File: src/rtl/snake_pkg.sv
// Shared types and constants for the grid snake: directions, FSM states,
// grid points, colours and reset positions.
package snake_pkg;

    typedef enum logic [1:0] {
        RIGHT = 2'd0,
        LEFT  = 2'd1,
        UP    = 2'd2,
        DOWN  = 2'd3
    } dir_t;

    typedef enum logic [1:0] {
        IDLE  = 2'd0,
        RUN   = 2'd1,
        RELOC = 2'd2,
        DEAD  = 2'd3
    } state_t;

    typedef struct packed {
        logic [6:0] x;
        logic [5:0] y;
    } point_t;

    localparam logic [11:0] COL_OFF     = 12'h000;
    localparam logic [11:0] COL_HEAD    = 12'hF00;
    localparam logic [11:0] COL_BODY    = 12'h0F0;
    localparam logic [11:0] COL_APPLE   = 12'hF80;
    localparam logic [11:0] COL_BG_RUN  = 12'h0FF;
    localparam logic [11:0] COL_BG_DEAD = 12'hF00;

    localparam logic [6:0]  START_X   = 7'd40;
    localparam logic [5:0]  START_Y   = 6'd30;
    localparam logic [6:0]  APPLE_X   = 7'd60;
    localparam logic [5:0]  APPLE_Y   = 6'd30;
    localparam logic [15:0] LFSR_SEED = 16'hACE1;

    // RIGHT/LEFT and UP/DOWN differ only in bit 0.
    function automatic dir_t opposite(input dir_t d);
        return dir_t'({d[1], ~d[0]});
    endfunction

endpackage

File: src/rtl/snake_lfsr.sv
// Free-running 16-bit Fibonacci LFSR (x^16+x^14+x^13+x^11), seeded on rst;
// presents its bits as a candidate grid point for apple placement.
module snake_lfsr
    import snake_pkg::*;
(
    input  logic   clk,
    input  logic   rst,
    output point_t cand
);

    logic [15:0] value;
    logic        feedback;

    assign feedback = value[15] ^ value[13] ^ value[12] ^ value[10];

    always_ff @(posedge clk) begin
        if (rst) begin
            value <= LFSR_SEED;
        end else begin
            value <= {value[14:0], feedback};
        end
    end

    assign cand = '{x: value[6:0], y: value[13:8]};

endmodule

File: src/rtl/snake_controller.sv
// Grid snake game: multi-segment body, apple growth, self/wall collision, score
// and VGA cell rendering. Define SNAKE_WRAP_EN to wrap the head around the grid.
module snake_controller
    import snake_pkg::*;
#(
    parameter int MAX_LEN    = 16,
    parameter int INIT_LEN   = 3,
    parameter int CELL_SHIFT = 3,
    parameter int GRID_W     = 80,
    parameter int GRID_H     = 60,
    parameter int MOVE_DIV   = 2_000_000,
    parameter int H_ORG      = 144,
    parameter int V_ORG      = 35
)
(
    input  logic        clk,
    input  logic        rst,
    input  logic        up,
    input  logic        down,
    input  logic        left,
    input  logic        right,
    input  logic        bright,
    input  logic [9:0]  hCount,
    input  logic [9:0]  vCount,
    output logic [11:0] rgb,
    output logic [11:0] background,
    output logic [7:0]  score,
    output logic        game_over
);

    localparam int LEN_W = $clog2(MAX_LEN + 1);
    localparam int CNT_W = (MOVE_DIV > 1) ? $clog2(MOVE_DIV) : 1;
    localparam logic [6:0] X_MAX = 7'(GRID_W - 1);
    localparam logic [5:0] Y_MAX = 6'(GRID_H - 1);
    localparam logic [9:0] H0 = 10'(H_ORG);
    localparam logic [9:0] V0 = 10'(V_ORG);
`ifdef SNAKE_WRAP_EN
    localparam bit WALLS = 1'b0;
`else
    localparam bit WALLS = 1'b1;
`endif

    state_t           state;
    dir_t             dir;
    dir_t             next_dir;
    point_t           seg [MAX_LEN];
    point_t           apple;
    logic [LEN_W-1:0] length;
    logic [CNT_W-1:0] cnt;

    point_t cand;
    logic   tick;
    logic   req_valid;
    dir_t   req_dir;
    dir_t   dir_after;
    point_t new_head;
    logic   edge_hit;
    logic   self_hit;
    logic   crash;
    logic   eat;

    snake_lfsr u_lfsr (
        .clk  (clk),
        .rst  (rst),
        .cand (cand)
    );

    assign tick = (state == RUN) && (cnt == CNT_W'(MOVE_DIV - 1));

    always_comb begin
        req_valid = right | left | up | down;
        req_dir   = RIGHT;
        if (right)     req_dir = RIGHT;
        else if (left) req_dir = LEFT;
        else if (up)   req_dir = UP;
        else if (down) req_dir = DOWN;
    end

    // Reversal is judged against the direction in force after this edge.
    assign dir_after = tick ? next_dir : dir;

    always_comb begin
        new_head = seg[0];
        edge_hit = 1'b0;
        case (next_dir)
            RIGHT: begin
                if (seg[0].x == X_MAX) begin
                    new_head.x = 7'd0;
                    edge_hit   = 1'b1;
                end else begin
                    new_head.x = seg[0].x + 7'd1;
                end
            end
            LEFT: begin
                if (seg[0].x == 7'd0) begin
                    new_head.x = X_MAX;
                    edge_hit   = 1'b1;
                end else begin
                    new_head.x = seg[0].x - 7'd1;
                end
            end
            UP: begin
                if (seg[0].y == 6'd0) begin
                    new_head.y = Y_MAX;
                    edge_hit   = 1'b1;
                end else begin
                    new_head.y = seg[0].y - 6'd1;
                end
            end
            DOWN: begin
                if (seg[0].y == Y_MAX) begin
                    new_head.y = 6'd0;
                    edge_hit   = 1'b1;
                end else begin
                    new_head.y = seg[0].y + 6'd1;
                end
            end
            default: ;
        endcase
    end

    // The tail cell is excluded: it vacates on the same move.
    always_comb begin
        self_hit = 1'b0;
        for (int i = 0; i < MAX_LEN - 1; i++) begin
            if (i < int'(length) - 1 && seg[i] == new_head) self_hit = 1'b1;
        end
    end

    assign crash = self_hit | (edge_hit & WALLS);
    assign eat   = (new_head == apple);

    always_ff @(posedge clk) begin
        if (rst) begin
            state      <= IDLE;
            dir        <= RIGHT;
            next_dir   <= RIGHT;
            length     <= LEN_W'(INIT_LEN);
            for (int i = 0; i < MAX_LEN; i++) begin
                seg[i] <= '{x: START_X - 7'(i), y: START_Y};
            end
            apple      <= '{x: APPLE_X, y: APPLE_Y};
            score      <= 8'd0;
            game_over  <= 1'b0;
            background <= COL_BG_RUN;
            cnt        <= '0;
        end else begin
            if (req_valid && req_dir != opposite(dir_after)) next_dir <= req_dir;
            case (state)
                IDLE: begin
                    if (req_valid) state <= RUN;
                end
                RUN: begin
                    if (tick) begin
                        cnt <= '0;
                        dir <= next_dir;
                        if (crash) begin
                            state      <= DEAD;
                            game_over  <= 1'b1;
                            background <= COL_BG_DEAD;
                        end else begin
                            for (int i = 1; i < MAX_LEN; i++) begin
                                seg[i] <= seg[i-1];
                            end
                            seg[0] <= new_head;
                            if (eat) begin
                                if (length != LEN_W'(MAX_LEN)) length <= length + 1'b1;
                                if (score != 8'hFF) score <= score + 8'd1;
                                state <= RELOC;
                            end
                        end
                    end else begin
                        cnt <= cnt + 1'b1;
                    end
                end
                RELOC: begin
                    if (int'(cand.x) < GRID_W && int'(cand.y) < GRID_H && cand != seg[0]) begin
                        apple <= cand;
                        state <= RUN;
                    end
                end
                default: ;
            endcase
        end
    end

    logic [9:0] rel_h;
    logic [9:0] rel_v;
    logic [9:0] cx;
    logic [9:0] cy;
    logic       on_head;
    logic       on_body;
    logic       on_apple;

    assign rel_h = hCount - H0;
    assign rel_v = vCount - V0;
    assign cx    = rel_h >> CELL_SHIFT;
    assign cy    = rel_v >> CELL_SHIFT;

    function automatic logic at_cell(input point_t p, input logic [9:0] px, input logic [9:0] py);
        return (px == {3'b000, p.x}) && (py == {4'b0000, p.y});
    endfunction

    always_comb begin
        on_head  = at_cell(seg[0], cx, cy);
        on_apple = at_cell(apple, cx, cy);
        on_body  = 1'b0;
        for (int i = 1; i < MAX_LEN; i++) begin
            if (i < int'(length) && at_cell(seg[i], cx, cy)) on_body = 1'b1;
        end
    end

    always_comb begin
        if (!bright)       rgb = COL_OFF;
        else if (on_head)  rgb = COL_HEAD;
        else if (on_body)  rgb = COL_BODY;
        else if (on_apple) rgb = COL_APPLE;
        else               rgb = background;
    end

endmodule

File: config.mk
export PLATFORM = sky130hd
export DESIGN_NAME = snake_controller
export DESIGN_NICKNAME = d
export VERILOG_FILES = /design/src/rtl/snake_pkg.sv /design/src/rtl/snake_lfsr.sv /design/src/rtl/snake_controller.sv
export SDC_FILE = /design/constraint.sdc
export NUM_CORES = 1
export LEC_CHECK = 0
export BUFFER_PORTS_ARGS = -buffer_cell sky130_fd_sc_hd__buf_4
export CAP_MARGIN = 40
export CORE_UTILIZATION = 42
export DETAILED_ROUTE_END_ITERATION = 8
export SYNTH_ARGS = -nofsm -noshare
export SYNTH_HDL_FRONTEND = slang
export SYNTH_SLANG_ARGS = --single-unit
File: constraint.sdc
create_clock -name clk -period 7.2 [get_ports clk]
set_clock_uncertainty 0.1 [all_clocks]
set_input_delay 1.08 -clock clk [delete_from_list [all_inputs] [get_ports clk]]
set_output_delay 1.08 -clock clk [all_outputs]
set_load 0.05 [all_outputs]
== Word-level counts from Yosys, hierarchy flattened ==
Memories as Yosys holds them, arrays and structs flattened.
Index checks and enable logic that the tools add are counted.

* Flip-flop bits (word level): 79
* Memory bits (writable): 208
* Input port bits: 27
* Logic and storage cells: 286
* Memories kept: 1

* Add/subtract/negate cells: 10
* $lt $le $gt $ge: 32
* Eq/ne operators: 66
* Muxes and demuxes: 80
* Bitwise gates (word level): 25
* Reduce and logical (&&, ||, !) cells: 61

{| class="wikitable"
|+ Memories
! memory !! words !! width !! rd ports !! clocked after Yosys merged registers in !! wr ports !! line !! text
|-
| seg || 16 || 13 || 16 || 0 || 16 || snake_controller.sv:46 || <nowiki>point_t seg [MAX_LEN];</nowiki>
|}

{| class="wikitable"
|+ Operator list
! operator !! count
|-
| equality test 13 bit || 16
|-
| two-way mux 13 bit || 16
|-
| equality test 7 x 6 -> 1 bit || 17
|-
| equality test 7 bit || 17
|-
| logical AND 1 bit || 51
|-
| two-way mux 12 bit || 4
|-
| less-than comparator 5 x 6 -> 1 bit (first input constant) || 7
|-
| two-way mux 1 bit || 41
|-
| less-than comparator 4 x 5 -> 1 bit (first input constant) || 8
|-
| less-than comparator 4 x 6 -> 1 bit (first input constant) || 4
|-
| adder 21 x 1 -> 21 bit (second input constant) || 1
|-
| equality test 21 bit (second input constant) || 1
|-
| two-way mux 21 bit || 1
|-
| less-than comparator 3 x 5 -> 1 bit (first input constant) || 4
|-
| two-way mux 2 bit || 10
|-
| OR 1 bit || 20
|-
| AND reduction 5 bit || 3
|-
| two-way mux 7 bit || 2
|-
| one-hot mux 7 bit (2 select lines) || 1
|-
| inequality test 13 bit || 1
|-
| less-than comparator 3 x 6 -> 1 bit (first input constant) || 2
|-
| two-way mux 6 bit || 2
|-
| one-hot mux 6 bit (2 select lines) || 1
|-
| less-than comparator 2 x 5 -> 1 bit (first input constant) || 2
|-
| other kinds (33) || 42
|}

== Logic depth before layout (Yosys ltp) ==
An unclocked memory read counts as a cell.

* Depth after elaboration: 28
* Mapped depth: 18
* Gate-level depth less buffers: 13

== By module ==
From an unflattened synthesis, not the netlist that was laid out.

* Cell total of the unflattened synthesis: 2108
* Area, all modules: 19209.7 µm²

{| class="wikitable"
|+ Modules (own cells, without submodules)
! module !! times used !! cells an instance !! area an instance (µm²)
|-
| snake_controller || 1 || 2059 || 18657.9
|-
| snake_lfsr || 1 || 49 || 551.8
|}

== Least setup slack after synthesis ==
Ideal clock, no wire load.

* Kind: register to register
* From: mem seg[0][7] (netlist name)
* To: mem seg[0][0] (netlist name) (enable)
* Setup time: 1135 ps
* Data arrival time: 5777 ps
* Slack: 188 ps
* Stages on the path, launching flop included: 17
* Path buffers: 4
* Cell sequence: edfxtp_1 > buf_2 > inv_1 > ha_1 > or4b_4 > nor4_2 > or3_1 > buf_2 > xnor2_1 > nand3_1 > or4_1 > o32a_1 > and4_1 > nand4_2 > buf_2 > buf_2 > nand2_1

{| class="wikitable"
|+ RTL lines
! what !! line
|-
| from (decl) || snake_controller.sv:46
|}

== Worst setup path after layout ==
* From: in hCount[4]
* To: out rgb[5]

* Cells in the longest elaborated chain, start to end: 22

{| class="wikitable"
|+ Ends and longest elaborated chain
! what !! line !! text
|-
| from (decl) || snake_controller.sv:23 || <nowiki>input logic [9:0] hCount,</nowiki>
|-
| subtractor 10 x 8 -> 10 bit * || snake_controller.sv:195 || <nowiki>assign rel_h = hCount - H0;</nowiki>
|-
| equality test 7 bit || snake_controller.sv:201 || <nowiki>return (px == {3'b000, p.x}) && (py == {4'b0000, p.y});</nowiki>
|-
| logical AND 1 bit || snake_controller.sv:201 ||
|-
| logical AND 1 bit || snake_controller.sv:209 || <nowiki>if (i < int'(length) && at_cell(seg[i], cx, cy)) on_body = 1'b1;</nowiki>
|-
| two-way mux 1 bit (15 in a row) || snake_controller.sv:209 ||
|-
| two-way mux 12 bit || snake_controller.sv:216 || <nowiki>else if (on_body) rgb = COL_BODY;</nowiki>
|-
| two-way mux 12 bit * || snake_controller.sv:215 || <nowiki>else if (on_head) rgb = COL_HEAD;</nowiki>
|-
| two-way mux 12 bit * || snake_controller.sv:214 || <nowiki>if (!bright) rgb = COL_OFF;</nowiki>
|-
| to (decl) || snake_controller.sv:25 || <nowiki>output logic [11:0] rgb,</nowiki>
|}

Mark *: on every way between the ends. The rest lies on a longest branch, timed or not.

==> flow_summary.json <==
{
  "outcome": "finished clean",
  "min_path_cells": 1,
  "drv_slew": 0,
  "ys_warn_count": 0,
  "finalCritPeriodShare_pct": 91.7,
  "critPathMaxStageDelay_ps": 760,
  "drt_iter0_drc": 1961,
  "place_hpwl_mm": 49.9,
  "fin_ws_ps": 598,
  "met1_usage_pct": 43.2,
  "post-cts-setup-buffers": 0,
  "cts_tree": "built",
  "rsz0062_at_grt": "no",
  "yosysTopAreaCell": "edfxtp_1",
  "die-area_sq_um": 44800,
  "die_y_um": 212,
  "cts_buffer_depth": 3,
  "use_met2_pct": 46.3,
  "max-cap-violations": 0,
  "cts_made_buffers": 34,
  "synth-seq-area-share_pct": 37.3,
  "wl_per_cell_um": 25.9,
  "grt_max_degree": 72,
  "grt_pass1_wl_mm": 102,
  "reg2reg_slack_ps": 1550,
  "critical-path-top-delay-family": "compound AO/OA/AOI/OAI gates",
  "area_growth_pct": 12.5,
  "min_period_ps": 6600,
  "leakage_uw": 0.00729,
  "synth_most_common_cell": "nand2_1",
  "track_usage_pct": 31.4,
  "setup_viol": 0,
  "syn_inst": 2080,
  "synth_area_leaders": "edfxtp_1, dfxtp_1, xnor2_1",
  "top_usage_layer": "met2",
  "placed_cell_area_sq_um": 19700,
  "post-place-ws_ps": 888,
  "synthDistinctLibCells": 91,
  "min_path_type": "register to register",
  "ios": 60,
  "fillers": 4153,
  "io_buffers": 56,
  "via_per_inst": 6.09,
  "die_w_um": 212,
  "finalInstanceArea_sq_um": 20800,
  "synthesis.nets": 2119,
  "path_class": "input port to primary output",
  "worstPathRequired_ps": 6020,
  "ctsResizeCount": 0,
  "path_cells": "buf_4, inv_1, ha_1, buf_4, xnor2_1, nor4_1, nand4_1, a2111oi_0, and4_1, nand3_1, o221ai_1, o21ai_0, o2111ai_1, nand2_1, a31oi_1, buf_4",
  "cts_hold_buf": 0,
  "finalHoldViolations": 0,
  "fp-row-count": 76,
  "fmax_mhz": 151,
  "cp-start-kind": "input port",
  "final_core_util_pct": 48.1,
  "worst_setup_hold_path_clk_slew_ps": 60,
  "power.density_nw_per_um2": 199,
  "synth.cell_area_sq_um": 18500,
  "drc": 0,
  "cp_max_fo": 7,
  "r2r-end": "score[6]",
  "cpMostUsedCell": "buf_4",
  "cts_sinks": 279,
  "use_met3_pct": 5.92,
  "crit_slowest_cell": "ha_1",
  "path_buf_inv": 4,
  "synth-seq-cells": 279,
  "ys.flop_type": "dfxtp_1",
  "max_slew_margin_pct": 35.4,
  "antenna_found_initial": 1,
  "postSynthAreaPerCell_sq_um": 8.88,
  "fin_tns_setup_ps": 0,
  "overflow": 0,
  "nets": 2138,
  "vias": 16500,
  "ctsRootBufferMaster": "clkbuf_16",
  "rr_worst_depth": 15,
  "coreArea_sq_um": 43200,
  "synthArstFlopShare_pct": 0,
  "min_to": "u_lfsr.value[15]",
  "synth.top_cell.area_share_pct": 21.1,
  "cp.arrival_ps": 5420,
  "drt_wl_total_mm": 70.1,
  "clk_latency_ps": 570,
  "cp-end-kind": "primary output",
  "r2r-start": "seg[0][6]",
  "tightest_slew_ps": 965,
  "gp_congestion": 1.03,
  "grt_pass1_vias": 15500,
  "first_pass_iters": 5,
  "ir_drop_mv": 0.125,
  "holdCritStartpoint": "u_lfsr.value[14]",
  "detail-route-antenna-nets": 0,
  "layout-drive-gt1-share_pct": 11.3,
  "synth_edf_count": 130,
  "antenna_cells": 0,
  "htree_levels": 2,
  "initial_core_util_pct": 42.8,
  "synth_commonest_cells": "nand2_1, xnor2_1, xor2_1"
}
==> worst max-delay path by stage <==
stage | slack [ps] | endpoint | from | cells past startpoint
2_1_floorplan | 190 | seg[0][0] | seg[0][7] | 16
4_1_cts | 870 | rgb[5] | hCount[4] | 16
3_5_place_dp | 890 | rgb[5] | hCount[4] | 16
5_1_grt | 710 | rgb[8] | hCount[4] | 15
6_report | 600 | rgb[5] | hCount[4] | 16
3_3_place_gp | 970 | rgb[4] | hCount[4] | 16
==> cells in the final DEF (no fill, tap or decap), types with 8 or more instances in the layout <==
| master | count |
|---|---|
| dfxtp_1 | 149 |
| nand4_1 | 45 |
| a2111oi_0 | 15 |
| or3_1 | 64 |
| a21oi_1 | 88 |
| a211oi_1 | 10 |
| nor2_1 | 111 |
| ha_1 | 12 |
| nand2_1 | 255 |
| and3_1 | 61 |
| o21ai_0 | 30 |
| a221oi_1 | 8 |
| clkbuf_16 | 35 |
| nand3_1 | 86 |
| nand2b_1 | 22 |
| nor2b_1 | 19 |
| or2_2 | 14 |
| and4_1 | 11 |
| a31oi_1 | 15 |
| nor3_1 | 53 |
| o2111ai_1 | 13 |
| xnor2_1 | 238 |
| or4_1 | 16 |
| buf_4 | 126 |
| o211ai_1 | 18 |
| nor3b_1 | 8 |
| xor2_1 | 186 |
| nor4_1 | 34 |
| inv_1 | 43 |
| edfxtp_1 | 130 |
| mux2i_1 | 24 |
| o31ai_1 | 8 |
==> cell families (layout without fill, tap and decap cells) <==
kind of cell               after synthesis  after routing  synth area share (%)
xor gates and xnor gates               434            434                  20.9
and+or+nand+nor                        835            835                  23.3
muxes                                   30             30                  1.67
buffers and inverters                  200            244                  4.99
adders and majority gates               14             14                 0.922
AOI/OAI and AO/OA                      288            288                  11.0
DFF                                    279            279                  37.3
==> metal layers <==
metal,vias up,share of wire (%),routed length [um]
met4,0,5.6,3910
li1,7401,-,-
met1,7962,42,29600
met2,917,43,30000
met5,-,0,0
met3,217,9.3,6550
==> area by class of cell <==
type	count	area, sq um	area share [%]
tap	585	732	3.52
timing repair buffer	138	1160	5.60
clock buffer	44	950	4.57
clock inverter	17	124	0.596
multi-input combinational	1601	10700	51.7
inverter	45	170	0.819
sequential	279	6890	33.2
==> worst register-to-register path: stages, from the launching register on <==
cell and delay (ps):
edfxtp_1 590, inv_1 280, ha_1 190, or4b_4 490, o21ai_0 390, a21o_1 320, nand2_1 130, buf_4 250
o2111ai_1 250, a2111oi_0 160, a32oi_1 390, and4_1 620, nand4_4 380, buf_12 320, or4_1 530, o211a_1 130
==> flip-flops by register name, indices dropped and copies added, names as in the netlist <==
register,flops
score,8
u_lfsr.value,16
cnt,21
background,2
length,5
apple,13
seg,208
dir,2
state,2
next_dir,2
==> per-stage QoR <==
stage | total power [uW] | std cells | hold slack (ps)
after floorplan | 2190 | 2080 | 289
after global placement | 2430 | 2642 | 293
after detailed placement | 2450 | 2648 | 304
after CTS | 4120 | 2709 | 319
after global routing | 4240 | 2709 | 340
final | 4120 | 2709 | 316
==> report_power, final <==
part	total, uW	switching [uW]	leakage, uW	internal, uW
clock network	1690	716	0.000525	971
logic	686	436	0.00441	251
registers	1750	57.6	0.00235	1690
total	4120	1210	0.00729	2910
(Power assumes the default switching activity.)
